### src/rtl/i2c_init_sequencer_pkg.sv
// Shared types for the I2C init sequencer: ROM opcodes, error codes and FSM states.
package i2c_init_sequencer_pkg;

    typedef enum logic [1:0] {
        OP_END    = 2'b00,
        OP_WRITE  = 2'b01,
        OP_DELAY  = 2'b10,
        OP_VERIFY = 2'b11
    } op_e;

    typedef enum logic [1:0] {
        ERR_NONE    = 2'd0,
        ERR_NACK    = 2'd1,
        ERR_VERIFY  = 2'd2,
        ERR_TIMEOUT = 2'd3
    } err_e;

    typedef enum logic [3:0] {
        S_IDLE,
        S_FETCH,
        S_DECODE,
        S_ISSUE,
        S_WAIT,
        S_RETRY,
        S_DLY,
        S_FIN,
        S_ERR
    } state_e;

    localparam int unsigned RETRY_WIDTH  = 8;
    localparam int unsigned PRE_WIDTH    = 16;
    localparam int unsigned MIN_TMR_BITS = 24;

endpackage

### src/rtl/i2c_init_sequencer_timer.sv
// Loadable down-counter with prescaler; o_expire is high once i_count * i_prescale cycles have elapsed.
module i2c_seq_timer #(
    parameter int unsigned CNT_WIDTH = 24,
    parameter int unsigned PRE_WIDTH = 16
) (
    input  logic                 i_clk,
    input  logic                 i_rst_n,
    input  logic                 i_load,
    input  logic [CNT_WIDTH-1:0] i_count,
    input  logic [PRE_WIDTH-1:0] i_prescale,
    output logic                 o_expire
);

    logic [CNT_WIDTH-1:0] r_cnt;
    logic [PRE_WIDTH-1:0] r_pre;
    logic [PRE_WIDTH-1:0] r_reload;
    logic                 r_active;
    logic [PRE_WIDTH-1:0] w_reload;

    // A prescale of 0 behaves like 1 so the counter can never stall.
    assign w_reload = (i_prescale == '0) ? '0 : (i_prescale - 1'b1);
    assign o_expire = r_active && (r_cnt == '0);

    always_ff @(posedge i_clk or negedge i_rst_n) begin
        if (!i_rst_n) begin
            r_cnt    <= '0;
            r_pre    <= '0;
            r_reload <= '0;
            r_active <= 1'b0;
        end else if (i_load) begin
            r_cnt    <= i_count;
            r_pre    <= w_reload;
            r_reload <= w_reload;
            r_active <= 1'b1;
        end else if (r_active) begin
            if (r_cnt == '0) begin
                r_active <= 1'b0;
            end else if (r_pre == '0) begin
                r_cnt <= r_cnt - 1'b1;
                r_pre <= r_reload;
            end else begin
                r_pre <= r_pre - 1'b1;
            end
        end
    end

endmodule

### src/rtl/i2c_init_sequencer.sv
// Walks a ROM command table (WRITE / VERIFY / DELAY / END) and drives one i2c_master
// to configure a slave after power-up, with NACK retries and a bus-hang timeout.
module i2c_init_sequencer
    import i2c_init_sequencer_pkg::*;
#(
    parameter int unsigned ADDR_BYTES     = 1,
    parameter int unsigned DATA_BYTES     = 2,
    parameter int unsigned REG_ADDR_WIDTH = 8 * ADDR_BYTES,
    parameter int unsigned ST_WIDTH       = 1 + ADDR_BYTES + DATA_BYTES,
    parameter int unsigned CMD_WIDTH      = 2 + REG_ADDR_WIDTH + 8 * DATA_BYTES,
    parameter int unsigned CMD_ADDR_WIDTH = 8,
    parameter int unsigned MAX_RETRIES    = 3,
    parameter logic [15:0] DELAY_TICK     = 16'd50000,
    parameter logic [23:0] TIMEOUT_CYCLES = 24'd2000000
) (
    input  logic                      clk,
    input  logic                      reset,
    input  logic                      start,
    input  logic [6:0]                chip_addr,
    output logic [CMD_ADDR_WIDTH-1:0] cmd_addr,
    input  logic [CMD_WIDTH-1:0]      cmd_data,
    output logic [6:0]                i2c_chip_addr,
    output logic [REG_ADDR_WIDTH-1:0] i2c_reg_addr,
    output logic [8*DATA_BYTES-1:0]   i2c_wdata,
    output logic                      i2c_write_en,
    output logic                      i2c_read_en,
    output logic                      i2c_write_mode,
    input  logic [8*DATA_BYTES-1:0]   i2c_rdata,
    input  logic [ST_WIDTH-1:0]       i2c_status,
    input  logic                      i2c_done,
    input  logic                      i2c_busy,
    output logic                      busy,
    output logic                      done,
    output logic                      error,
    output logic [1:0]                err_code,
    output logic [CMD_ADDR_WIDTH-1:0] err_index
);

    localparam int unsigned DW = 8 * DATA_BYTES;
    localparam int unsigned TW = (DW > MIN_TMR_BITS) ? DW : MIN_TMR_BITS;

    state_e                   r_state;
    logic [CMD_WIDTH-1:0]     r_cmd;
    logic [CMD_ADDR_WIDTH-1:0] r_index;
    logic [RETRY_WIDTH-1:0]   r_retry;
    logic [6:0]               r_chip;
    logic [REG_ADDR_WIDTH-1:0] r_reg_addr;
    logic [DW-1:0]            r_wdata;
    logic                     r_write_en;
    logic                     r_read_en;
    logic                     r_busy;
    logic                     r_done;
    logic                     r_error;
    err_e                     r_err_code;
    logic [CMD_ADDR_WIDTH-1:0] r_err_index;

    op_e                      w_op_in;
    op_e                      w_op;
    logic [REG_ADDR_WIDTH-1:0] w_reg;
    logic [DW-1:0]            w_data;
    logic                     w_last;
    logic                     w_tmr_load;
    logic [TW-1:0]            w_tmr_count;
    logic [PRE_WIDTH-1:0]     w_tmr_pre;
    logic                     w_tmr_expire;

    // ROM data is only valid in DECODE, so the opcode is decoded straight from cmd_data there.
    assign w_op_in = op_e'(cmd_data[CMD_WIDTH-1 -: 2]);
    assign w_op    = op_e'(r_cmd[CMD_WIDTH-1 -: 2]);
    assign w_reg   = r_cmd[DW +: REG_ADDR_WIDTH];
    assign w_data  = r_cmd[DW-1:0];
    assign w_last  = (r_index == '1);

    assign cmd_addr       = r_index;
    assign i2c_chip_addr  = r_chip;
    assign i2c_reg_addr   = r_reg_addr;
    assign i2c_wdata      = r_wdata;
    assign i2c_write_en   = r_write_en;
    assign i2c_read_en    = r_read_en;
    assign i2c_write_mode = 1'b0;
    assign busy           = r_busy;
    assign done           = r_done;
    assign error          = r_error;
    assign err_code       = r_err_code;
    assign err_index      = r_err_index;

    always_comb begin
        w_tmr_load  = 1'b0;
        w_tmr_count = '0;
        w_tmr_pre   = '0;
        if (r_state == S_DECODE && w_op_in == OP_DELAY) begin
            w_tmr_load  = 1'b1;
            w_tmr_count = TW'(cmd_data[DW-1:0]);
            w_tmr_pre   = DELAY_TICK;
        end else if (r_state == S_ISSUE && !i2c_busy) begin
            w_tmr_load  = 1'b1;
            w_tmr_count = TW'(TIMEOUT_CYCLES);
            w_tmr_pre   = PRE_WIDTH'(1);
        end
    end

    i2c_seq_timer #(
        .CNT_WIDTH (TW),
        .PRE_WIDTH (PRE_WIDTH)
    ) u_timer (
        .i_clk      (clk),
        .i_rst_n    (reset),
        .i_load     (w_tmr_load),
        .i_count    (w_tmr_count),
        .i_prescale (w_tmr_pre),
        .o_expire   (w_tmr_expire)
    );

    always_ff @(posedge clk or negedge reset) begin
        if (!reset) begin
            r_state     <= S_IDLE;
            r_cmd       <= '0;
            r_index     <= '0;
            r_retry     <= '0;
            r_chip      <= '0;
            r_reg_addr  <= '0;
            r_wdata     <= '0;
            r_write_en  <= 1'b0;
            r_read_en   <= 1'b0;
            r_busy      <= 1'b0;
            r_done      <= 1'b0;
            r_error     <= 1'b0;
            r_err_code  <= ERR_NONE;
            r_err_index <= '0;
        end else begin
            r_write_en <= 1'b0;
            r_read_en  <= 1'b0;
            r_done     <= 1'b0;
            case (r_state)
                S_IDLE: begin
                    if (start && !i2c_busy) begin
                        r_error     <= 1'b0;
                        r_err_code  <= ERR_NONE;
                        r_err_index <= '0;
                        r_index     <= '0;
                        r_chip      <= chip_addr;
                        r_busy      <= 1'b1;
                        r_state     <= S_FETCH;
                    end
                end
                S_FETCH: r_state <= S_DECODE;
                S_DECODE: begin
                    r_cmd   <= cmd_data;
                    r_retry <= '0;
                    case (w_op_in)
                        OP_END:   r_state <= S_FIN;
                        OP_DELAY: r_state <= S_DLY;
                        default:  r_state <= S_ISSUE;
                    endcase
                end
                S_ISSUE: begin
                    if (!i2c_busy) begin
                        r_reg_addr <= w_reg;
                        r_wdata    <= w_data;
                        r_write_en <= (w_op == OP_WRITE);
                        r_read_en  <= (w_op == OP_VERIFY);
                        r_state    <= S_WAIT;
                    end
                end
                S_WAIT: begin
                    if (i2c_done) begin
                        if (w_op == OP_WRITE && |i2c_status) begin
                            r_state <= S_RETRY;
                        end else if (w_op == OP_VERIFY && i2c_rdata != w_data) begin
                            r_err_code  <= ERR_VERIFY;
                            r_err_index <= r_index;
                            r_state     <= S_ERR;
                        end else if (w_last) begin
                            r_state <= S_FIN;
                        end else begin
                            r_index <= r_index + 1'b1;
                            r_state <= S_FETCH;
                        end
                    end else if (w_tmr_expire) begin
                        r_err_code  <= ERR_TIMEOUT;
                        r_err_index <= r_index;
                        r_state     <= S_ERR;
                    end
                end
                S_RETRY: begin
                    if (r_retry < RETRY_WIDTH'(MAX_RETRIES)) begin
                        r_retry <= r_retry + 1'b1;
                        r_state <= S_ISSUE;
                    end else begin
                        r_err_code  <= ERR_NACK;
                        r_err_index <= r_index;
                        r_state     <= S_ERR;
                    end
                end
                S_DLY: begin
                    // The last table entry finishes the run instead of wrapping to entry 0.
                    if (w_tmr_expire) begin
                        if (w_last) begin
                            r_state <= S_FIN;
                        end else begin
                            r_index <= r_index + 1'b1;
                            r_state <= S_FETCH;
                        end
                    end
                end
                S_FIN: begin
                    r_done  <= 1'b1;
                    r_busy  <= 1'b0;
                    r_state <= S_IDLE;
                end
                S_ERR: begin
                    r_error <= 1'b1;
                    r_busy  <= 1'b0;
                    r_state <= S_IDLE;
                end
                default: r_state <= S_IDLE;
            endcase
        end
    end

endmodule

### config.mk
export PLATFORM = sky130hd
export DESIGN_NAME = i2c_init_sequencer
export DESIGN_NICKNAME = d
export VERILOG_FILES = /design/src/rtl/i2c_init_sequencer_pkg.sv /design/src/rtl/i2c_init_sequencer_timer.sv /design/src/rtl/i2c_init_sequencer.sv
export SDC_FILE = /design/constraint.sdc
export NUM_CORES = 1
export LEC_CHECK = 0
export CORE_ASPECT_RATIO = 0.7
export CORE_MARGIN = 2
export CORE_UTILIZATION = 35
export DETAILED_ROUTE_END_ITERATION = 8
export HOLD_SLACK_MARGIN = 0.08
export PLACE_DENSITY = 0.65
export SETUP_SLACK_MARGIN = 0.4
export SYNTH_ARGS = -nofsm -noshare
export SYNTH_HDL_FRONTEND = slang
export SYNTH_SLANG_ARGS = --single-unit
### constraint.sdc
create_clock -name clk -period 2.55 [get_ports clk]
set_clock_uncertainty 0.1 [all_clocks]
set_input_delay 0.255 -clock clk [delete_from_list [all_inputs] [get_ports clk]]
set_output_delay 0.255 -clock clk [all_outputs]
set_load 0.005 [all_outputs]
---- Word-level counts from Yosys, hierarchy flattened ----
Index checks and enable logic that the tools add are counted.
Widths: inputs -> output; s select.
operators by class
  reduce and logical (&&, ||, !) cells .... 31
  $add $sub $neg .......................... 5
  multiplexer cells ....................... 60
  $lt $le $gt $ge ......................... 1
  eq/ne operators ......................... 25
  bitwise gates (word level) .............. 1
operators by type and width
  kind                   number
  $mux 16                6
  $mux 24                4
  $mux 8                 12
  $pmux 8 s3             2
  $mux 21                2
  $logic_not 16->1       2
  $mux 4                 8
  $sub 16x1->16 const B  2
  $pmux 4 s7             1
  $logic_not 24->1       1
  $sub 24x1->24 const B  1
  $add 8x1->8 const B    2
  $eq 4x3->1 const B     4
  $ne 16x16->1           1
  $pmux 8 s2             1
  $ne 2x2->1 const B     7
  $mux 1                 13
  $mux 2                 6
  $reduce_and 2->1       6
  $reduce_and 6->1       2
  $reduce_bool 2->1      5
  $eq 4x2->1 const B     2
  $eq 8x8->1 const B     1
  $lt 8x2->1 const B     1
  21 further kinds       31
storage, ports and cells
  output and inout port bits .............. 55
  input bits .............................. 58
  register bits after elaboration ......... 149
  logic and storage cells ................. 141

---- Depth between registers and ports, before layout ----
  depth in word-level cells ............... 7
  depth in mapped cells ................... 9
  mapped depth without buffers ............ 8

---- Hierarchy ----
From an unflattened synthesis, not the netlist that was laid out.
unflattened totals
  cells, all modules ...................... 867
  area, all modules ....................... 8157.8 µm²
modules (own cells, without submodules)
  module              area an instance (µm²)  cells an instance  sequential area each (µm²)  times used
  i2c_init_sequencer  4345.4                  425                2302.2                      1
  i2c_seq_timer       3812.4                  442                1426.4                      1

---- Worst setup path after synthesis ----
OpenSTA, ideal clock, no wires.
  path type ............................... reg2reg
  from .................................... register u_timer.r_cnt[14]
  to ...................................... register r_index[6] (netlist: cmd_addr[6])
  period minus slack after synthesis ...... 2.772 ns
  required time ........................... 2.372 ns
  stages on the path, launching flop included .. 8
  slack ................................... -0.222 ns
  setup time .............................. 0.078 ns
  buffers on the path ..................... 1
  arrival time ............................ 2.594 ns
  path through ............................ dfrtp_1 > or4_4 > or4_4 > buf_6 > o31ai_4 > nand2_4 > or4b_1 > a21oi_1
between the ends
  word-level cells in the longest chain between the ends .. 4
ends and longest elaborated chain
  item                        RTL line                        RTL
  start, declared             i2c_init_sequencer_timer.sv:14  logic [CNT_WIDTH-1:0] r_cnt;
  start signal, assigned      i2c_init_sequencer_timer.sv:31  r_cnt <= i_count;
  start signal, assigned      i2c_init_sequencer_timer.sv:39  r_cnt <= r_cnt - 1'b1;
  $logic_not 24->1            i2c_init_sequencer_timer.sv:22  assign o_expire = r_active && (r_cnt == '0);
  $logic_and 1x1->1           i2c_init_sequencer_timer.sv:22
  $ne 2x1->1 (no line)        n/a
  $reduce_and 6->1 (no line)  n/a
  end signal, assigned        i2c_init_sequencer.sv:176       r_index <= r_index + 1'b1;
  end signal, assigned        i2c_init_sequencer.sv:201       r_index <= r_index + 1'b1;
  end, declared               i2c_init_sequencer.sv:44        logic [CMD_ADDR_WIDTH-1:0] r_index;
Every way passes these cells.
A chain may end at the register's enable or synchronous reset.

---- Final worst setup path ----
Same ends and word-level chain as after synthesis.

==> summary.txt <==
Global routing
  – GRT Residual Overflow: 0
  – Vias in the first global route: approximately 6.1k
  – Aggregate global-route resource usage: 20.13%
  – Initial antenna violation count: 0
  – First-pass GRT wire length: 32240 µm
  – Largest net degree at the start of global routing: 63

Worst setup path
  – CP Launch Point: u_timer.r_cnt[14]
  – Crit end category: register
  – Required time of the critical path: 2790 ps
  – Worst r2r src: u_timer.r_cnt[14]
  – Reg2reg path depth: 6
  – FF-to-FF setup slack: -170 ps
  – CP startpoint kind: register
  – Kind of critical path: register to register
  – Crit path DAT: roughly 3000 ps
  – Crit path to: cmd_addr[6]
  – Reg2reg end: cmd_addr[6]
  – Worst Path Max Fanout: 7

Timing
  – RSZ-0062 raised after global routing: true
  – Worst slew pin tran: 629.1 ps
  – Final hold violation count: 0
  – Worst setup margin: -171.9 ps
  – Slew Viols, Final: 0
  – Fin crit share: 106.7%
  – Final min period: 2722 ps
  – Max_slew headroom: between 50% and 60%
  – # setup viols final: 46
  – FMAX: 367.4 MHz

Detailed routing
  – Vias per cell: between 5 and 6
  – Vias: ~6.3k
  – Met1 wire length: 9543 µm
  – DRC errors left: 0
  – DRT Wirelength: 20410 µm
  – First-iteration detailed-routing DRC count: 464
  – First-pass DRT Iterations: 5
  – DRT antenna net count: 0
  – Top Metal Used: met4
  – Wire length on met2: 9272 µm
  – Drt wl/cell: between 15 and 20 µm
  – Metal3 WL: 1323 µm

Synthesis
  – Post-synth EDFFs: 0
  – Mapped Cells: 709
  – Syn. warnings: 0
  – Post-Syn Nets: 773
  – Register area share after synthesis: roughly half
  – Synth cell types: 53
  – Syn_area_per_cell: between 9 and 10 µm²
  – Post-synth ARST share: 100.0%
  – Dominant synthesized flop cell: dfrtp_1
  – Yosys reg bits: about 140
  – Mapped Area: 6710 µm²

Power
  – Clock share of power: between 20% and 30%
  – Leakage: ~0.0046 µW
  – Internal power: 6861 µW
  – Power Total: 11060 µW
  – Sw power: approximately 4200 µW
  – PD cells: 1064 nW/µm²
  – Sw Ratio: 37.97%
  – Combinational Power Share: 45.6%
  – Worst VDD drop: about 0.55 mV
  – Sequential power share: 32.8%

Place
  – RD Place Congestion: 0.8653
  – Hpwl dp: 13530 µm
  – Port Buffer Count: 111
  – Pre-CTS setup slack: -287.4 ps

Clocking
  – CTS sink count: 136
  – Worst-skew pair later-pin latency: 420 ps
  – Worst-path clk slew: roughly 70 ps
  – TritonCTS clock tree: built
  – Clock Path Buffers: 2
  – Htree depth: 4
  – Root buffer cell: clkbuf_16
  – Num CTS Buffers: 17

Floorplanning
  – CORE AREA: roughly 19000 µm²
  – Cell row count: between 40 and 50
  – Number of top-level pins: 113
  – Initial Util: between 30% and 40%
  – Die height: 119.8 µm
  – Die area: between 20000 and 25000 µm²
  – Width of the die: between 150 and 200 µm

Layout
  – Layout cells sized above 1: about 30%
  – # nets final: around 1000
  – Most common cell after layout, fill and taps aside: nand2_1
  – Area Growth Syn to Fin: 54.88%
  – Number of fill cells in the layout: 1581
  – Antenna cells: 0
  – Most frequent cells in the layout: nand2_1, dfrtp_1, clkdlybuf4s50_1, buf_4, nor2_1

Status
  – Failing checks: negative setup slack
  – Outcome: finished with violations

Flow run
  – Number of max-cap violations: 0

Min path
  – Worst Hold Class: input port to register
-- metrics by stage --
step,setup TNS (ps),cell area [µm²],hold slack (ps),cells,utilization [%]
2_1_floorplan,-2778,6907,-140.6,709,-
3_3_place_gp,-2776,8926,185.6,1119,47.31
3_5_place_dp,-3678,8926,193.0,1119,47.31
4_1_cts,-2476,10050,259.2,1177,53.26
5_1_grt,-7808,10390,271.7,1188,55.09
6_report,-3446,10390,267.7,1188,55.09
-- per-layer routing --
| layer | global-route usage (%) | up-vias |
|---|---|---|
| met2 | 30.71 | 229 |
| met4 | 4.434 | 0 |
| met1 | 29.21 | 3092 |
| met5 | 0 | - |
| met3 | 4.683 | 28 |
| li1 | - | 2950 |
-- Yosys cell counts, types with 3 or more instances --
master    number  area share, %
inv_1         10           0.56
a21o_1         4           0.45
nand3_1       13           0.97
a21oi_1       35            2.6
nor2b_1       10           0.93
nor3b_1        3           0.34
nor3_1        28            2.1
xnor2_1       36            4.7
clkbuf_1      24            1.3
dfrtp_1      136             51
a22oi_1        3           0.34
or4_1          6           0.67
o21ai_0       33            2.5
nand2_1      148            8.3
nand4_1        7           0.65
or2_2          5           0.47
o22ai_1        5           0.47
mux2_2        39            6.5
o21bai_1       5           0.56
nor4_1        19            1.8
nand2b_1       8           0.75
or4b_1         3           0.45
a31oi_1        8           0.75
nor2_1        54            3.0
o31ai_1        4           0.45
o41ai_1        3           0.39
and3_1        12            1.1
or3_1         10           0.93
ha_1           6            1.1
-- worst max-delay path, cell delays in order, from the launching register on --
cell and delay, ps:
dfrtp_1 380, or4_4 560, or4_4 540, o31ai_4 280
nand2_4 120, or4b_4 540, a21oi_2 120
-- layout make-up --
| cell class | count | area [µm²] | share of cell area [%] |
|---|---|---|---|
| flip-flops and latches | 136 | 3403 | 32.75 |
| clock buffers | 18 | 439.2 | 4.226 |
| well taps | 242 | 302.8 | 2.914 |
| clock inverters | 14 | 133.9 | 1.288 |
| repair buffers | 233 | 2288 | 22.02 |
| multi-input cells | 535 | 3787 | 36.44 |
| inverters | 10 | 37.54 | 0.3612 |
-- worst min-delay path by stage --
| stage | startpoint | end | cells past startpoint |
|---|---|---|---|
| floorplan | reset | busy | 0 |
| global placement | reset | err_index[3] | 1 |
| detailed placement | reset | err_index[3] | 1 |
| CTS | chip_addr[2] | i2c_chip_addr[2] | 3 |
| global route | chip_addr[1] | i2c_chip_addr[1] | 3 |
| finish | chip_addr[2] | i2c_chip_addr[2] | 3 |
-- cell families (layout without fill, tap and decap cells) --
family / Yosys count / count (layout) / share of synthesized area [%]
compound gates: 117 / 117 / 10.78
fa+ha+maj: 6 / 6 / 1.119
xor+xnor: 36 / 36 / 4.699
flops: 136 / 136 / 50.72
simple gates: 335 / 335 / 23.62
other cells: 1 / 1 / 0.05589
buf+inv: 38 / 275 / 2.312
mux: 40 / 40 / 6.694
-- repair_timing --
action	in CTS	in global routing
gates resized for setup	82	57
setup endpoints to repair	58	88
hold buffers	1	0
endpoints found under the hold margin	60	0
setup buffers	24	11
cloned	1	0
pin swaps	34	38
-- registers in the layout, summed over array words and instances (netlist names), 2 cells and up --
name	count
r_retry	8
r_state	4
u_timer.r_reload	3
err_code	2
cmd_addr	8
u_timer.r_cnt	24
i2c_reg_addr	8
err_index	8
i2c_chip_addr	7
r_cmd	26
i2c_wdata	16
u_timer.r_pre	16
-- power groups by stage --
stage	Clock, µW	Combinational [µW]	Sequential, µW
2_1_floorplan	0	2280	3610
5_1_grt	2530	5470	3720
4_1_cts	2430	4790	3610
3_5_place_dp	0	4400	3610
6_report	2390	5040	3620
3_3_place_gp	0	4350	3600
No activity file was read; power rests on OpenSTA's default activity.
